==> src/rtl/pipe_launch_if.sv <==
// Handshake bundle between a launch requester and pipe_launch_ctrl.
// The gap field exists only when LAUNCH_GAP_EN is defined.
interface pipe_launch_if #(
    parameter int LEN_W = 8
);
    logic             start;
    logic [LEN_W-1:0] len;
    logic             abort;
    logic             ret;
`ifdef LAUNCH_GAP_EN
    logic [3:0]       gap;
`endif
    logic             ready;
    logic             en;
    logic             busy;
    logic [4:0]       inflight;
    logic             done;
    logic             err;

`ifdef LAUNCH_GAP_EN
    modport master (output start, len, abort, ret, gap,
                    input  ready, en, busy, inflight, done, err);
    modport slave  (input  start, len, abort, ret, gap,
                    output ready, en, busy, inflight, done, err);
`else
    modport master (output start, len, abort, ret,
                    input  ready, en, busy, inflight, done, err);
    modport slave  (input  start, len, abort, ret,
                    output ready, en, busy, inflight, done, err);
`endif
endinterface

==> src/rtl/pipe_launch_ctrl.sv <==
// Burst launcher feeding a DEPTH-stage enable chain; tracks items in flight.
// Optional inter-item gap enabled by defining LAUNCH_GAP_EN.
module pipe_launch_ctrl #(
    parameter int DEPTH = 15,
    parameter int LEN_W = 8
) (
    input  logic         clk,
    input  logic         rst,
    pipe_launch_if.slave bus
);
    typedef enum logic [1:0] {IDLE, ISSUE, DRAIN, DONE} state_e;

    localparam logic [4:0] DEPTH_C = 5'(DEPTH);

    state_e           state_q, state_d;
    logic [LEN_W-1:0] remaining_q, remaining_d;
    logic [4:0]       inflight_q, inflight_d;
    logic             en_q, en_d;
    logic             done_q, done_d;
    logic             err_q, err_d;
    logic             ready_q, ready_d;
    logic             busy_q, busy_d;
    logic             proto_err;
`ifdef LAUNCH_GAP_EN
    logic [3:0]       gap_q, gap_d;
    logic [3:0]       gap_cnt_q, gap_cnt_d;
`endif

    always_comb begin
        // NOTE: every next-state value is defaulted first so no branch can infer a latch.
        state_d     = state_q;
        remaining_d = remaining_q;
        inflight_d  = inflight_q;
        en_d        = en_q;
        done_d      = 1'b0;
        err_d       = err_q;
        proto_err   = 1'b0;
`ifdef LAUNCH_GAP_EN
        gap_d       = gap_q;
        gap_cnt_d   = gap_cnt_q;
`endif

        // Occupancy: a launch and a return in the same cycle cancel out.
        case ({en_q, bus.ret})
            2'b10: begin
                if (inflight_q >= DEPTH_C) begin
                    inflight_d = DEPTH_C;
                    proto_err  = 1'b1;
                end else begin
                    inflight_d = inflight_q + 5'd1;
                end
            end
            2'b01: begin
                if (inflight_q == 5'd0) proto_err  = 1'b1;
                else                    inflight_d = inflight_q - 5'd1;
            end
            default: ;
        endcase

        case (state_q)
            IDLE: begin
                if (bus.start) begin
                    remaining_d = bus.len;
                    err_d       = 1'b0;
`ifdef LAUNCH_GAP_EN
                    gap_d       = bus.gap;
                    gap_cnt_d   = 4'd0;
`endif
                    if (bus.len != '0) begin
                        state_d = ISSUE;
                        en_d    = 1'b1;
                    end else begin
                        state_d = DONE;
                        done_d  = 1'b1;
                    end
                end
            end
            ISSUE: begin
`ifdef LAUNCH_GAP_EN
                if (!en_q) begin
                    // Inside an inter-item gap: count down, relaunch on the last gap cycle.
                    if (bus.abort) begin
                        state_d     = DRAIN;
                        remaining_d = '0;
                    end else begin
                        gap_cnt_d = gap_cnt_q - 4'd1;
                        en_d      = (gap_cnt_q == 4'd1);
                    end
                end else
`endif
                if (bus.abort || remaining_q == LEN_W'(1)) begin
                    state_d     = DRAIN;
                    en_d        = 1'b0;
                    remaining_d = '0;
                end else begin
                    remaining_d = remaining_q - LEN_W'(1);
`ifdef LAUNCH_GAP_EN
                    en_d      = (gap_q == 4'd0);
                    gap_cnt_d = gap_q;
`else
                    en_d      = 1'b1;
`endif
                end
            end
            DRAIN: begin
                if (inflight_d == 5'd0) begin
                    state_d = DONE;
                    done_d  = 1'b1;
                end
            end
            DONE:    state_d = IDLE;
            default: state_d = IDLE;
        endcase

        if (proto_err) err_d = 1'b1;
        ready_d = (state_d == IDLE);
        busy_d  = (state_d != IDLE);
    end

    always_ff @(posedge clk or negedge rst) begin
        if (!rst) begin
            state_q     <= IDLE;
            remaining_q <= '0;
            inflight_q  <= 5'd0;
            en_q        <= 1'b0;
            done_q      <= 1'b0;
            err_q       <= 1'b0;
            ready_q     <= 1'b1;
            busy_q      <= 1'b0;
`ifdef LAUNCH_GAP_EN
            gap_q       <= 4'd0;
            gap_cnt_q   <= 4'd0;
`endif
        end else begin
            // NOTE: non-blocking so every register samples pre-edge values.
            state_q     <= state_d;
            remaining_q <= remaining_d;
            inflight_q  <= inflight_d;
            en_q        <= en_d;
            done_q      <= done_d;
            err_q       <= err_d;
            ready_q     <= ready_d;
            busy_q      <= busy_d;
`ifdef LAUNCH_GAP_EN
            gap_q       <= gap_d;
            gap_cnt_q   <= gap_cnt_d;
`endif
        end
    end

    assign bus.ready    = ready_q;
    assign bus.en       = en_q;
    assign bus.busy     = busy_q;
    assign bus.inflight = inflight_q;
    assign bus.done     = done_q;
    assign bus.err      = err_q;
endmodule

==> src/flat_wrapper.sv <==
// flat-port wrapper written by rule: the top's interface ports become plain ports
module pipe_launch_ctrl_flat 
#(
    parameter int DEPTH = 15,
    parameter int LEN_W = 8
)
  (clk, rst, bus_start, bus_len, bus_abort, bus_ret, bus_ready, bus_en, bus_busy, bus_inflight, bus_done, bus_err);
  pipe_launch_if #(.LEN_W(LEN_W)) bus_i ();
  input  logic clk;
  input  logic rst;
  input wire logic [$bits(bus_i.start)-1:0] bus_start;
  input wire logic [$bits(bus_i.len)-1:0] bus_len;
  input wire logic [$bits(bus_i.abort)-1:0] bus_abort;
  input wire logic [$bits(bus_i.ret)-1:0] bus_ret;
  output wire logic [$bits(bus_i.ready)-1:0] bus_ready;
  output wire logic [$bits(bus_i.en)-1:0] bus_en;
  output wire logic [$bits(bus_i.busy)-1:0] bus_busy;
  output wire logic [$bits(bus_i.inflight)-1:0] bus_inflight;
  output wire logic [$bits(bus_i.done)-1:0] bus_done;
  output wire logic [$bits(bus_i.err)-1:0] bus_err;
  assign bus_i.start = bus_start;
  assign bus_i.len = bus_len;
  assign bus_i.abort = bus_abort;
  assign bus_i.ret = bus_ret;
  assign bus_ready = bus_i.ready;
  assign bus_en = bus_i.en;
  assign bus_busy = bus_i.busy;
  assign bus_inflight = bus_i.inflight;
  assign bus_done = bus_i.done;
  assign bus_err = bus_i.err;
  pipe_launch_ctrl #(.DEPTH(DEPTH), .LEN_W(LEN_W)) u_core (.clk(clk), .rst(rst), .bus(bus_i));
endmodule
==> config.mk <==
export PLATFORM = sky130hd
export DESIGN_NAME = pipe_launch_ctrl_flat
export DESIGN_NICKNAME = d
export VERILOG_FILES = /design/src/rtl/pipe_launch_if.sv /design/src/rtl/pipe_launch_ctrl.sv /design/src/flat_wrapper.sv
export SDC_FILE = /design/constraint.sdc
export NUM_CORES = 1
export LEC_CHECK = 0
export ABC_AREA = 1
export ABC_CLOCK_PERIOD_IN_PS = 2100
export CAP_MARGIN = 20
export CORE_MARGIN = 1
export CORE_UTILIZATION = 49
export CTS_BUF_LIST = sky130_fd_sc_hd__clkbuf_4 sky130_fd_sc_hd__clkbuf_8
export CTS_CLUSTER_DIAMETER = 120
export DETAILED_ROUTE_END_ITERATION = 12
export PLACE_DENSITY = 0.84
export SYNTH_ARGS = -nofsm -noshare
export SYNTH_HDL_FRONTEND = slang
export SYNTH_SLANG_ARGS = --single-unit
==> constraint.sdc <==
create_clock -name clk -period 2.1 [get_ports clk]
set_clock_uncertainty 0.2 [all_clocks]
set_input_delay 0.42 -clock clk [delete_from_list [all_inputs] [get_ports clk]]
set_output_delay 0.42 -clock clk [all_outputs]
set_load 0.005 [all_outputs]
# Word-level counts from Yosys, hierarchy flattened
# Index checks and enable logic that the tools add are counted.
[totals] elab_cells=58 ff_bits=20 output_inout_bits=10
[op_classes] add_sub_neg=3 n_eq_ne=8 reduce_logical=13 order_cmp=1 muxes=25
[ops] op="$mux 8" n=2
[ops] op="$pmux 8 s2" n=1
[ops] op="$mux 1" n=11
[ops] op="$logic_not 5->1" n=2
[ops] op="$mux 5" n=2
[ops] op="$pmux 5 s2" n=1
[ops] op="$eq 8x1->1 const B" n=1
[ops] op="$mux 2" n=4
[ops] op="$pmux 2 s4" n=1
[ops] op="$reduce_bool 2->1" n=4
[ops] op="$reduce_bool 8->1" n=1
[ops] op="$sub 8x1->8 const B" n=1
[ops] op="$eq 2x2->1 const B" n=3
[ops] op="$pmux 1 s2" n=3
[ops] op="$add 5x1->5 const B" n=1
[ops] op="$ge 5x4->1 const B" n=1
[ops] op="$sub 5x1->5 const B" n=1
[ops] op="$eq 2x1->1 const B" n=2
[ops] op="$logic_not 2->1" n=2
[ops] op="$reduce_and 2->1" n=2
[ops] op="$reduce_and 3->1" n=1
[ops] op="$ne 2x1->1 const B" n=1
[ops] op="$ne 2x2->1 const B" n=1
[ops] op="$logic_or 1x1->1" n=1

# Longest topological paths before layout
[logic_depth] word_depth=7 depth_mapped=14 depth_no_buf=14

# Least setup slack after synthesis
# OpenSTA, ideal clock, no wires.
[synth_timing] path_kind="reg-to-reg" start="register u_core.inflight_q[0] (netlist: u_core.bus.inflight[0])" end="register u_core.ready_q (netlist: u_core.bus.ready)" slack_ns=0.128 setup_ns=0.077 stages_incl_launch_ff=13 path_buffers=0 t_arrival_ns=1.696 cell_sequence="dfrtp_1 -> ha_1 -> nand2_1 -> nor2_1 -> ha_1 -> nor2_1 -> nand2_1 -> nand3_1 -> o211ai_1 -> nor2_1 -> nand3_2 -> nand2_2 -> nor2_2"
[synth_via] elab_chain_len=7
[synth_rtl] element="start, declared" line_no="pipe_launch_ctrl.sv:17" text="logic [4:0] inflight_q, inflight_d;"
[synth_rtl] element="start signal, assigned" line_no="pipe_launch_ctrl.sv:138" text="inflight_q <= inflight_d;"
[synth_rtl] element="$sub 5x1->5, or another cell as far along" line_no="pipe_launch_ctrl.sv:55" text="else inflight_d = inflight_q - 5'd1;"
[synth_rtl] element="$mux 5 (on tied branches)" line_no="pipe_launch_ctrl.sv:54, pipe_launch_ctrl.sv:46"
[synth_rtl] element="$pmux 5 s2 *" line_no="pipe_launch_ctrl.sv:44" text="case ({en_q, bus.ret})"
[synth_rtl] element="$logic_not 5->1 *" line_no="pipe_launch_ctrl.sv:106" text="if (inflight_d == 5'd0) begin"
[synth_rtl] element="$mux 2 *" line_no="pipe_launch_ctrl.sv:106"
[synth_rtl] element="$pmux 2 s4 *" line_no="pipe_launch_ctrl.sv:60" text="case (state_q)"
[synth_rtl] element="named net u_core.state_d[0]" line_no="pipe_launch_ctrl.sv:15" text="state_e state_q, state_d;"
[synth_rtl] element="$logic_not 2->1 *" line_no="pipe_launch_ctrl.sv:116" text="ready_d = (state_d == IDLE);"
[synth_rtl] element="named net u_core.ready_d" line_no="pipe_launch_ctrl.sv:21" text="logic ready_q, ready_d;"
[synth_rtl] element="end signal, assigned" line_no="pipe_launch_ctrl.sv:142" text="ready_q <= ready_d;"
[synth_rtl] element="end, declared" line_no="pipe_launch_ctrl.sv:21"
# Mark *: on every way through the listed nets, which the timed path passes. The rest lies on a longest branch.
# A chain may end at the register's enable or synchronous reset.

# Final worst setup path
[layout_timing] start="register u_core.inflight_q[1] (netlist: u_core.bus.inflight[1])" end="register u_core.ready_q (netlist: u_core.bus.ready)"
[layout_via] elab_chain_len=7
[layout_rtl] element="$sub 5x1->5, or another cell as far along" line_no="pipe_launch_ctrl.sv:55"
[layout_rtl] element="$mux 5 (on tied branches)" line_no="pipe_launch_ctrl.sv:54, pipe_launch_ctrl.sv:46"
[layout_rtl] element="$pmux 5 s2 *" line_no="pipe_launch_ctrl.sv:44"
[layout_rtl] element="named net u_core.inflight_d[1]" line_no="pipe_launch_ctrl.sv:17"
[layout_rtl] element="$logic_not 5->1 *" line_no="pipe_launch_ctrl.sv:106"
[layout_rtl] element="$mux 2 *" line_no="pipe_launch_ctrl.sv:106"
[layout_rtl] element="$pmux 2 s4 *" line_no="pipe_launch_ctrl.sv:60"
[layout_rtl] element="named net u_core.state_d[0]" line_no="pipe_launch_ctrl.sv:15"
[layout_rtl] element="$logic_not 2->1 *" line_no="pipe_launch_ctrl.sv:116"
[layout_rtl] element="named net u_core.ready_d" line_no="pipe_launch_ctrl.sv:21"
# Marked as above.

==> load_flow_metrics.sql <==
INSERT INTO impl_metrics (metric_group, metric, value, unit) VALUES
('global_routing', 'grt_usage', '24.8', '%'),
('sta', 'timing_max_transition_violations_final', '0', ''),
('worst_setup_path', 'ff2ff_setup_slack', '0.07', 'ns'),
('pwr', 'internal_power', '1.44', 'mW'),
('worst_setup_path', 'timing.critical_path.slowest_cell_delay', '0.44', 'ns'),
('layout', 'finish.net_count', '237', ''),
('detailed_routing', 'vias', '1291', ''),
('place', 'portBuffers', '22', ''),
('worst_setup_path', 'crit_top_cell', 'sky130_fd_sc_hd__nand2_2', ''),
('worst_setup_path', 'critical_path_cell_with_the_highest_stage_delay', 'sky130_fd_sc_hd__dfrtp_1', ''),
('clocking', 'cts_tree', 'done', ''),
('global_routing', 'grt_pass1_wl', '5130', 'microns'),
('detailed_routing', 'post_detailed_route_drc_marker_count', '0', ''),
('logic_synthesis', 'muxShareOfSynthArea', '0', '%'),
('worst_setup_path', 'path_cells', 'ha_4 > nand2_4 > nor2_4 > ha_4 > nor2_4 > nand2_2 > nand2_2 > nand2_2 > nand2_2 > nand3_4 > nor2_4 > nand3_2 > nand2_2 > nor2_2', ''),
('clocking', 'worstSkewPairLatency', '0.32', 'ns'),
('die', 'die_w', '54.1', 'microns'),
('sta', 'timing.hold.ws', '0.214', 'ns'),
('logic_synthesis', 'area_fraction_in_compound_gates_after_synthesis', '10.2', '%'),
('worst_setup_path', 'critPathCaptureType', 'flip-flop', ''),
('outcome', 'run_status', 'finished clean', ''),
('logic_synthesis', 'synth_common_cells', '45 x sky130_fd_sc_hd__nand2_1, 27 x sky130_fd_sc_hd__inv_1, 19 x sky130_fd_sc_hd__dfrtp_1', ''),
('logic_synthesis', 'ys.warnings.count', '0', ''),
('logic_synthesis', 'number_of_enable_flip_flop_cells_after_synthesis', '0', ''),
('worst_hold_path', 'worst_hold_path_type', 'in2async', ''),
('logic_synthesis', 'netlist-cell-type-count', '28', ''),
('die', 'rows', '18', ''),
('die', 'chip_height', '54.1', 'microns'),
('sta', 'fin_crit', '2.03', 'ns'),
('logic_synthesis', 'post_synth_main_area_contributors', 'sky130_fd_sc_hd__dfrtp_1 36%, sky130_fd_sc_hd__nand2_1 13%, sky130_fd_sc_hd__inv_1 7.6%', ''),
('pwr', 'power_per_cell_area', '1400', 'mW/mm^2'),
('logic_synthesis', 'yosysMostFrequentCell', 'sky130_fd_sc_hd__nand2_1', ''),
('logic_synthesis', 'async_flop_share', '100', '%'),
('logic_synthesis', 'synth.yosys.seq_area_share', '37.7', '%'),
('pwr', 'vdd.ir_drop.worst', '1.01', 'mV'),
('detailed_routing', 'number_of_optimization_iterations_in_the_first_detailed_route_pass', '4', ''),
('pwr', 'switching_power', '1.12', 'mW'),
('clocking', 'cts_num_sinks', '20', ''),
('worst_setup_path', 'critical_path.top_delay_family', 'simple AND/OR/NAND/NOR gates', ''),
('pwr', 'cell_leakage_power', '0.933', 'nW'),
('layout', 'antennaDiodeCount', '0', ''),
('logic_synthesis', 'synth_seq_cells', '20', ''),
('logic_synthesis', 'syn-cell-area', '0.00133', 'sq mm'),
('sta', 'final.period_utilization', '96.9', '%'),
('worst_setup_path', 'path_buf_inv', '0', ''),
('logic_synthesis', 'synth_top_flop_cell', 'sky130_fd_sc_hd__dfrtp_1', ''),
('place', 'place_hpwl', '2570', 'microns'),
('detailed_routing', 'vias_per_cell', '5.25', ''),
('sta', 'setup_repair_after_global_routing_missed_its_margin', 'true', ''),
('sta', 'timing_worst_slew_pin_value', '0.522', 'ns'),
('logic_synthesis', 'post-synth-top-area-fraction', '35.7', '%'),
('die', 'start_util', '52.8', '%'),
('logic_synthesis', 'syn_area_per_cell', '7.48', 'sq um'),
('worst_setup_path', 'critical_path_arrival', '2.10', 'ns'),
('sta', 'relSlewSlack', '65.0', '%'),
('pwr', 'power.share.sequential', '26.7', '%'),
('global_routing', 'number_of_global_route_vias_before_repair', '1171', ''),
('detailed_routing', 'wl_per_cell', '13.8', 'microns'),
('worst_setup_path', 'reg2reg_depth', '14', ''),
('detailed_routing', 'drt_wl_total', '3400', 'microns'),
('worst_setup_path', 'timing.rr.start', 'u_core.bus.inflight[1]', ''),
('logic_synthesis', 'gate_count_after_technology_mapping', '178', ''),
('global_routing', 'gr_overflow_total', '0', ''),
('global_routing', 'grt_max_degree', '21', ''),
('logic_synthesis', 'mappedNetlistNets', '198', ''),
('clocking', 'cts_made_buffers', '3', ''),
('die', 'design.die.area', '0.00293', 'sq mm'),
('logic_synthesis', 'synth-xor-area-share', '3.95', '%'),
('pwr', 'sw_frac_of_total', '43.8', '%'),
('clocking', 'clk_root_buffer_cell', 'sky130_fd_sc_hd__clkbuf_4', ''),
('clocking', 'clk_transition_reported_paths', '0.13', 'ns');
[worst max path at each step]
| stage | endpoint | depth (start not counted) | slack, ns | from |
|---|---|---|---|---|
| CTS | u_core.bus.ready | 14 | 0.002 | u_core.bus.inflight[0] |
| global placement | u_core.bus.busy | 10 | -0.12 | bus_ret |
| global route | u_core.bus.ready | 12 | -0.04 | u_core.bus.inflight[1] |
| detailed placement | u_core.bus.busy | 10 | -0.28 | bus_ret |
| finish | u_core.bus.ready | 14 | 0.07 | u_core.bus.inflight[1] |
| floorplan | u_core.bus.ready | 12 | 0.13 | u_core.bus.inflight[0] |
[metrics by stage]
step                      power (mW)  cells  util [%]  setup WS [ns]  setup TNS, ns
final                           2.56    246      72.6         0.0655              0
after CTS                       2.45    245      69.1        0.00200              0
after detailed placement        2.07    239      65.9         -0.276         -0.997
after global placement          2.00    239      65.9         -0.122         -0.443
after global routing            2.75    246      72.6        -0.0440        -0.0760
after floorplan                 1.56    178         -          0.128              0
[placed cells by master, fill, tap and decap left out, types with 2 or more instances in the layout]
cell type,instances
sky130_fd_sc_hd__a22oi_1,6
sky130_fd_sc_hd__nand3_2,3
sky130_fd_sc_hd__nand3_1,6
sky130_fd_sc_hd__clkbuf_4,3
sky130_fd_sc_hd__nand2_2,10
sky130_fd_sc_hd__buf_4,14
sky130_fd_sc_hd__ha_4,3
sky130_fd_sc_hd__inv_2,3
sky130_fd_sc_hd__nand4_1,3
sky130_fd_sc_hd__a21oi_1,2
sky130_fd_sc_hd__inv_1,25
sky130_fd_sc_hd__nor2_2,4
sky130_fd_sc_hd__clkdlybuf4s50_1,20
sky130_fd_sc_hd__dfrtp_1,19
sky130_fd_sc_hd__o21ai_0,9
sky130_fd_sc_hd__nor2_1,15
sky130_fd_sc_hd__dlymetal6s2s_1,2
sky130_fd_sc_hd__xor2_1,5
sky130_fd_sc_hd__ha_1,4
sky130_fd_sc_hd__nand3b_1,2
sky130_fd_sc_hd__nand2_1,41
sky130_fd_sc_hd__nor2_4,4
sky130_fd_sc_hd__o211ai_1,2
[power by group through the flow]
stage / sequential (mW) / combinational, mW / clock, mW
final: 0.684 / 1.55 / 0.330
after CTS: 0.672 / 1.45 / 0.329
after global placement: 0.668 / 1.33 / 0
after detailed placement: 0.680 / 1.39 / 0
after floorplan: 0.686 / 0.875 / 0
after global routing: 0.705 / 1.70 / 0.348
[cells by family (layout without fill, tap and decap cells)]
kind of cell,after synthesis,count (layout)
and+or+nand+nor,93,93
adders and majority gates,7,7
AOI/OAI and AO/OA,22,22
xor gates and xnor gates,6,6
buffers and inverters,30,68
DFF,20,20
[sequential cells by signal, summed over array words and instances, names as in the netlist]
signal and cells:
u_core.state_q 2, u_core.bus.en 1, u_core.bus.ready 1, u_core.bus.inflight 5
u_core.bus.busy 1, u_core.bus.err 1, u_core.bus.done 1, u_core.remaining_q 8
[what timing repair did]
| action | in CTS | in global routing |
|---|---|---|
| cloned | 0 | 0 |
| endpoints found under the setup margin | 4 | 4 |
| hold buffers | 0 | 0 |
| pin swaps | 1 | 10 |
| setup buffers | 2 | 1 |
| resized for setup | 4 | 19 |
[per-layer routing]
metal  global-route usage, %  wire length, microns  up-vias
li1                        -                     -      640
met1                    31.5                  1510      608
met2                    42.3                  1700       36
met3                    3.95                   115        7
met4                    8.12                    73        0
met5                       0                     0        -
[final cells by class]
cell class	instances	area [sq um]	share of cell area, %
Clock buffer	3	22.5	1.23
Tap cell	30	37.5	2.05
Inverter	28	105	5.74
Sequential cell	20	502	27.4
Multi-Input combinational cell	128	803	43.9
Timing Repair Buffer	36	330	18.0
Clock inverter	1	30.0	1.64
No activity file was read; power rests on OpenSTA's default activity.
==> RTL edit 1, RTL diff (same settings) <==
Encoding of `state_e`: now one-hot (4 bits for 4 states).
--- a/src/rtl/pipe_launch_ctrl.sv
+++ b/src/rtl/pipe_launch_ctrl.sv
@@ -8,7 +8,7 @@
     input  logic         rst,
     pipe_launch_if.slave bus
 );
-    typedef enum logic [1:0] {IDLE, ISSUE, DRAIN, DONE} state_e;
+    typedef enum logic [3:0] {IDLE = 4'b0001, ISSUE = 4'b0010, DRAIN = 4'b0100, DONE = 4'b1000} state_e;
 
     localparam logic [4:0] DEPTH_C = 5'(DEPTH);
 
Behaviour: no difference found for any inputs over 10 cycles, from zero or initial values and one cycle with rst low; not proved beyond that.
==> RTL edit 1 against the original RTL <==
- clock power shrank 28%
- critical path depth shrank 11
- synthesized area rose by 11%
- design area grew 2.2%
- via count up 7.6%
- largest power group unchanged
- setup slack barely moved
- routed wire length shrank 1.9%
- maximum frequency is essentially flat
- critical path type is now register to output pin
- highest routed layer unchanged
- die area is 10% higher
- total power fell by 2.2%
- sequential cell count rose by 2
==> RTL edit 1: results (changes against the original RTL) <==
Area of the multi-input gates: 816 um2 (was 803 um2)
Post-Route WL: 3330 um (was 3400 um)
Placement-stage cell area: 1790 um2 (was 1660 um2)
M1 wire length: 1440 um (was 1510 um)
Signal buf overhead: 0.166 (was 0.180)
Post-DP HPWL: 2500 um (was 2570 um)
First-pass GRT wire length: 5450 um (was 5130 um)
Share of layout cells above drive strength 1: 0.225 (was 0.227)
Cell variety after synth: 24 (was 28)
GRT Resource Usage Total: 0.217 (was 0.248)
Post-CTS setup buffer count: 0 (was 2)
Synth top area cells: dfrtp_1 (34%), nand2_1 (12%), inv_1 (6.9%) (was dfrtp_1 (36%), nand2_1 (13%), inv_1 (7.6%))
DP Worst Slack: -0.128 ns (was -0.276 ns)
Finished Layout Cells: 262 (was 246)
Pwr Density: 1340 nW/um2 (was 1400 nW/um2)
Share of power burned in registers: 0.292 (was 0.267)
Crit path max-delay cell type: clkdlybuf4s50_1 (was dfrtp_1)
Post-synth top cells: nand2_1 (46), inv_1 (27), dfrtp_1 (20), nor2_1 (17), o21ai_0 (13) (was nand2_1 (45), inv_1 (27), dfrtp_1 (19), nor2_1 (18), o21ai_0 (9))
Core area: 2810 um2 (was 2520 um2)
CTS resizes: 0 (was 4)
Grt met2 use: 0.337 (was 0.423)
Layout clock area frac: 0.0194 (was 0.0287)
Clock buf count: 4 (was 3)
Multi-In Gates: 140 (was 128)
Sw Ratio: 0.451 (was 0.438)
Outcome: completed (unchanged)
Met3 WL: 214 um (was 115 um)
Fin crit share: 0.969 (about the same)
Syn Inst Count: 195 (was 178)
NetSw: 1130 uW (was 1120 uW)
## RTL edit 1: changes by cell type in the layout (fill, tap and decap cells not counted), sizes merged, moves of 3 or more
cell   before  now
o21ai       9   14
inv        28   31
nand3      10   18
nand2      52   56
## RTL edit 1: final timing paths
path | startpoint | to | cells after the start
setup / recovery | u_core.bus.inflight[1] | bus_inflight[1] | 3
hold / removal | rst | u_core.remaining_q[1] | 2
setup reg to reg | u_core.bus.inflight[1] | u_core.state_q[2] | 14
hold reg to reg | u_core.bus.err | u_core.bus.err | 1
max in group asynchronous | rst | u_core.state_q[0] | 2
min in group clk | u_core.bus.err | u_core.bus.err | 1
## RTL edit 1: logic make-up (layout without fill, tap and decap cells)
family / Yosys count / in the layout / synth area share
adders and majority gates: 7 / 7 / 0.0595
buffers and inverters: 33 / 69 / 0.0850
AOI/OAI and AO/OA: 25 / 25 / 0.100
xor gates and xnor gates: 3 / 3 / 0.0179
DFF: 22 / 22 / 0.376
and+or+nand+nor: 105 / 105 / 0.361
==> RTL edit 2, RTL diff (same flow settings) <==
Without the edit above. `LEN_W` is set to 8 in 3 places; all go to 16.
--- a/src/rtl/pipe_launch_if.sv
+++ b/src/rtl/pipe_launch_if.sv
@@ -1,7 +1,7 @@
 // Handshake bundle between a launch requester and pipe_launch_ctrl.
 // The gap field exists only when LAUNCH_GAP_EN is defined.
 interface pipe_launch_if #(
-    parameter int LEN_W = 8
+    parameter int LEN_W = 16
 );
     logic             start;
     logic [LEN_W-1:0] len;
--- a/src/rtl/pipe_launch_ctrl.sv
+++ b/src/rtl/pipe_launch_ctrl.sv
@@ -2,7 +2,7 @@
 // Optional inter-item gap enabled by defining LAUNCH_GAP_EN.
 module pipe_launch_ctrl #(
     parameter int DEPTH = 15,
-    parameter int LEN_W = 8
+    parameter int LEN_W = 16
 ) (
     input  logic         clk,
     input  logic         rst,
--- a/src/flat_wrapper.sv
+++ b/src/flat_wrapper.sv
@@ -2,7 +2,7 @@
 module pipe_launch_ctrl_flat 
 #(
     parameter int DEPTH = 15,
-    parameter int LEN_W = 8
+    parameter int LEN_W = 16
 )
   (clk, rst, bus_start, bus_len, bus_abort, bus_ret, bus_ready, bus_en, bus_busy, bus_inflight, bus_done, bus_err);
   pipe_launch_if #(.LEN_W(LEN_W)) bus_i ();
Ports: changed (resized bus_len); port bits go from 23 to 31. No check against the original RTL was run, so the function may have changed too.
==> RTL edit 2 against the original RTL <==
- routed wire length rose by 50%
- non-clock buffer count grew 10
- sequential cell count increased by 8
- highest routed layer unchanged
- register-to-register slack gained 0.04 ns
- count of clock-buffer cells in the layout did not move
- design area grew 42%
- largest cell class unchanged
- global-route usage increased by 1.1 points
- total power is 42% higher
- synthesized area up 51%
- setup slack better by 0.034 ns
==> RTL edit 2: results (changes against the original RTL) <==
Number of port buffers: 30 (was 22)
Nonclk inv count: 31 (was 28)
Worst setup path startpoint: u_core.bus.inflight[0] (was u_core.bus.inflight[1])
CTS root buf: clkbuf_8 (was clkbuf_4)
Worst path top cell family by delay: buffers and inverters (was simple AND/OR/NAND/NOR gates)
Fraction of area in multi-input gates: 0.471 (was 0.439)
#FFs+latches synth: 28 (was 20)
Layout clock area frac: 0.0275 (was 0.0287)
Synth top area cells: dfrtp_1 (34%), nand2_1 (12%), nor2_1 (7.5%) (was dfrtp_1 (36%), nand2_1 (13%), inv_1 (7.6%))
Finished Layout Cells: 366 (was 246)
GP Congestion: 0.894 (was 0.967)
Post-CTS setup buffer count: 4 (was 2)
Internal Power: 1990 uW (was 1440 uW)
Cell variety after synth: 33 (was 28)
VDD IR-drop max: 839 uV (was 1010 uV)
Antenna violations before repair: 0 (unchanged)
Seq/Total Area, Yosys: 0.350 (was 0.377)
DR iter-0 viols: 154 (was 45)
Crit path max-delay cell type: clkdlybuf4s50_1 (was dfrtp_1)
Leakage Power: 0.00120 uW (was 0.000933 uW)
Signal buf overhead: 0.162 (was 0.180)
Seq power: 1030 uW (was 684 uW)
GR Util met3: 0.0517 (was 0.0395)
Mapped Nets: 301 (was 198)
M1 wire length: 2180 um (was 1510 um)
Placement-stage cell area: 2410 um2 (was 1660 um2)
DP Worst Slack: -0.173 ns (was -0.276 ns)
Via count: 1908 (was 1291)
Crit-path max FO: 5 (was 4)
Total Nets Final: 347 (was 237)
Fmax: 500 MHz (was 492 MHz)
Sequential fraction of total cell area: 0.271 (was 0.274)
Filler cell count: 322 (was 198)
CTS resizes: 2 (was 4)
Met2 WL post-DR: 2610 um (was 1700 um)
Non-clk bufs: 46 (was 36)
Share of layout cells above drive strength 1: 0.211 (was 0.227)
Post-Route WL: 5090 um (was 3400 um)
Max transition margin: 0.741 (was 0.650)
Clock slew at reported path FFs: 0.10 ns (was 0.13 ns)
Setup slack, reg-to-reg: 0.11 ns (was 0.07 ns)
Flip-flop count of the largest register after layout: 16 (was 8)
Area of the multi-input gates: 1220 um2 (was 803 um2)
Met3 WL: 261 um (was 115 um)
P_clk: 438 uW (was 330 uW)
Clk_lat worst skew: 0.28 ns (was 0.32 ns)
Grt met2 use: 0.483 (was 0.423)
Critical Path AT: 1.38 ns (was 2.10 ns)
N_taps: 48 (was 30)
First-pass GRT wire length: 8510 um (was 5130 um)
Outcome: completed (unchanged)
Largest net degree at the start of global routing: 29 (was 21)
GR Util met1: 0.297 (was 0.315)
## RTL edit 2: logic make-up (layout without fill, tap and decap cells)
kind of cell,count (synthesis),after routing,synth area share
and+or+nand+nor,148,148,0.351
AOI/OAI and AO/OA,41,41,0.123
buffers and inverters,36,81,0.0754
DFF,28,28,0.350
xor gates and xnor gates,13,13,0.0567
adders and majority gates,7,7,0.0436
## RTL edit 2: worst min-delay path by stage
| stage | end | slack (ns) | from |
|---|---|---|---|
| 6_report | u_core.remaining_q[3] | 0.31 | rst |
| 3_5_place_dp | u_core.bus.err | 0.27 | u_core.bus.err |
| 5_1_grt | u_core.remaining_q[3] | 0.32 | rst |
| 3_3_place_gp | u_core.bus.err | 0.28 | u_core.bus.err |
| 4_1_cts | u_core.bus.err | 0.31 | u_core.bus.err |
| 2_1_floorplan | u_core.bus.busy | -0.08 | rst |
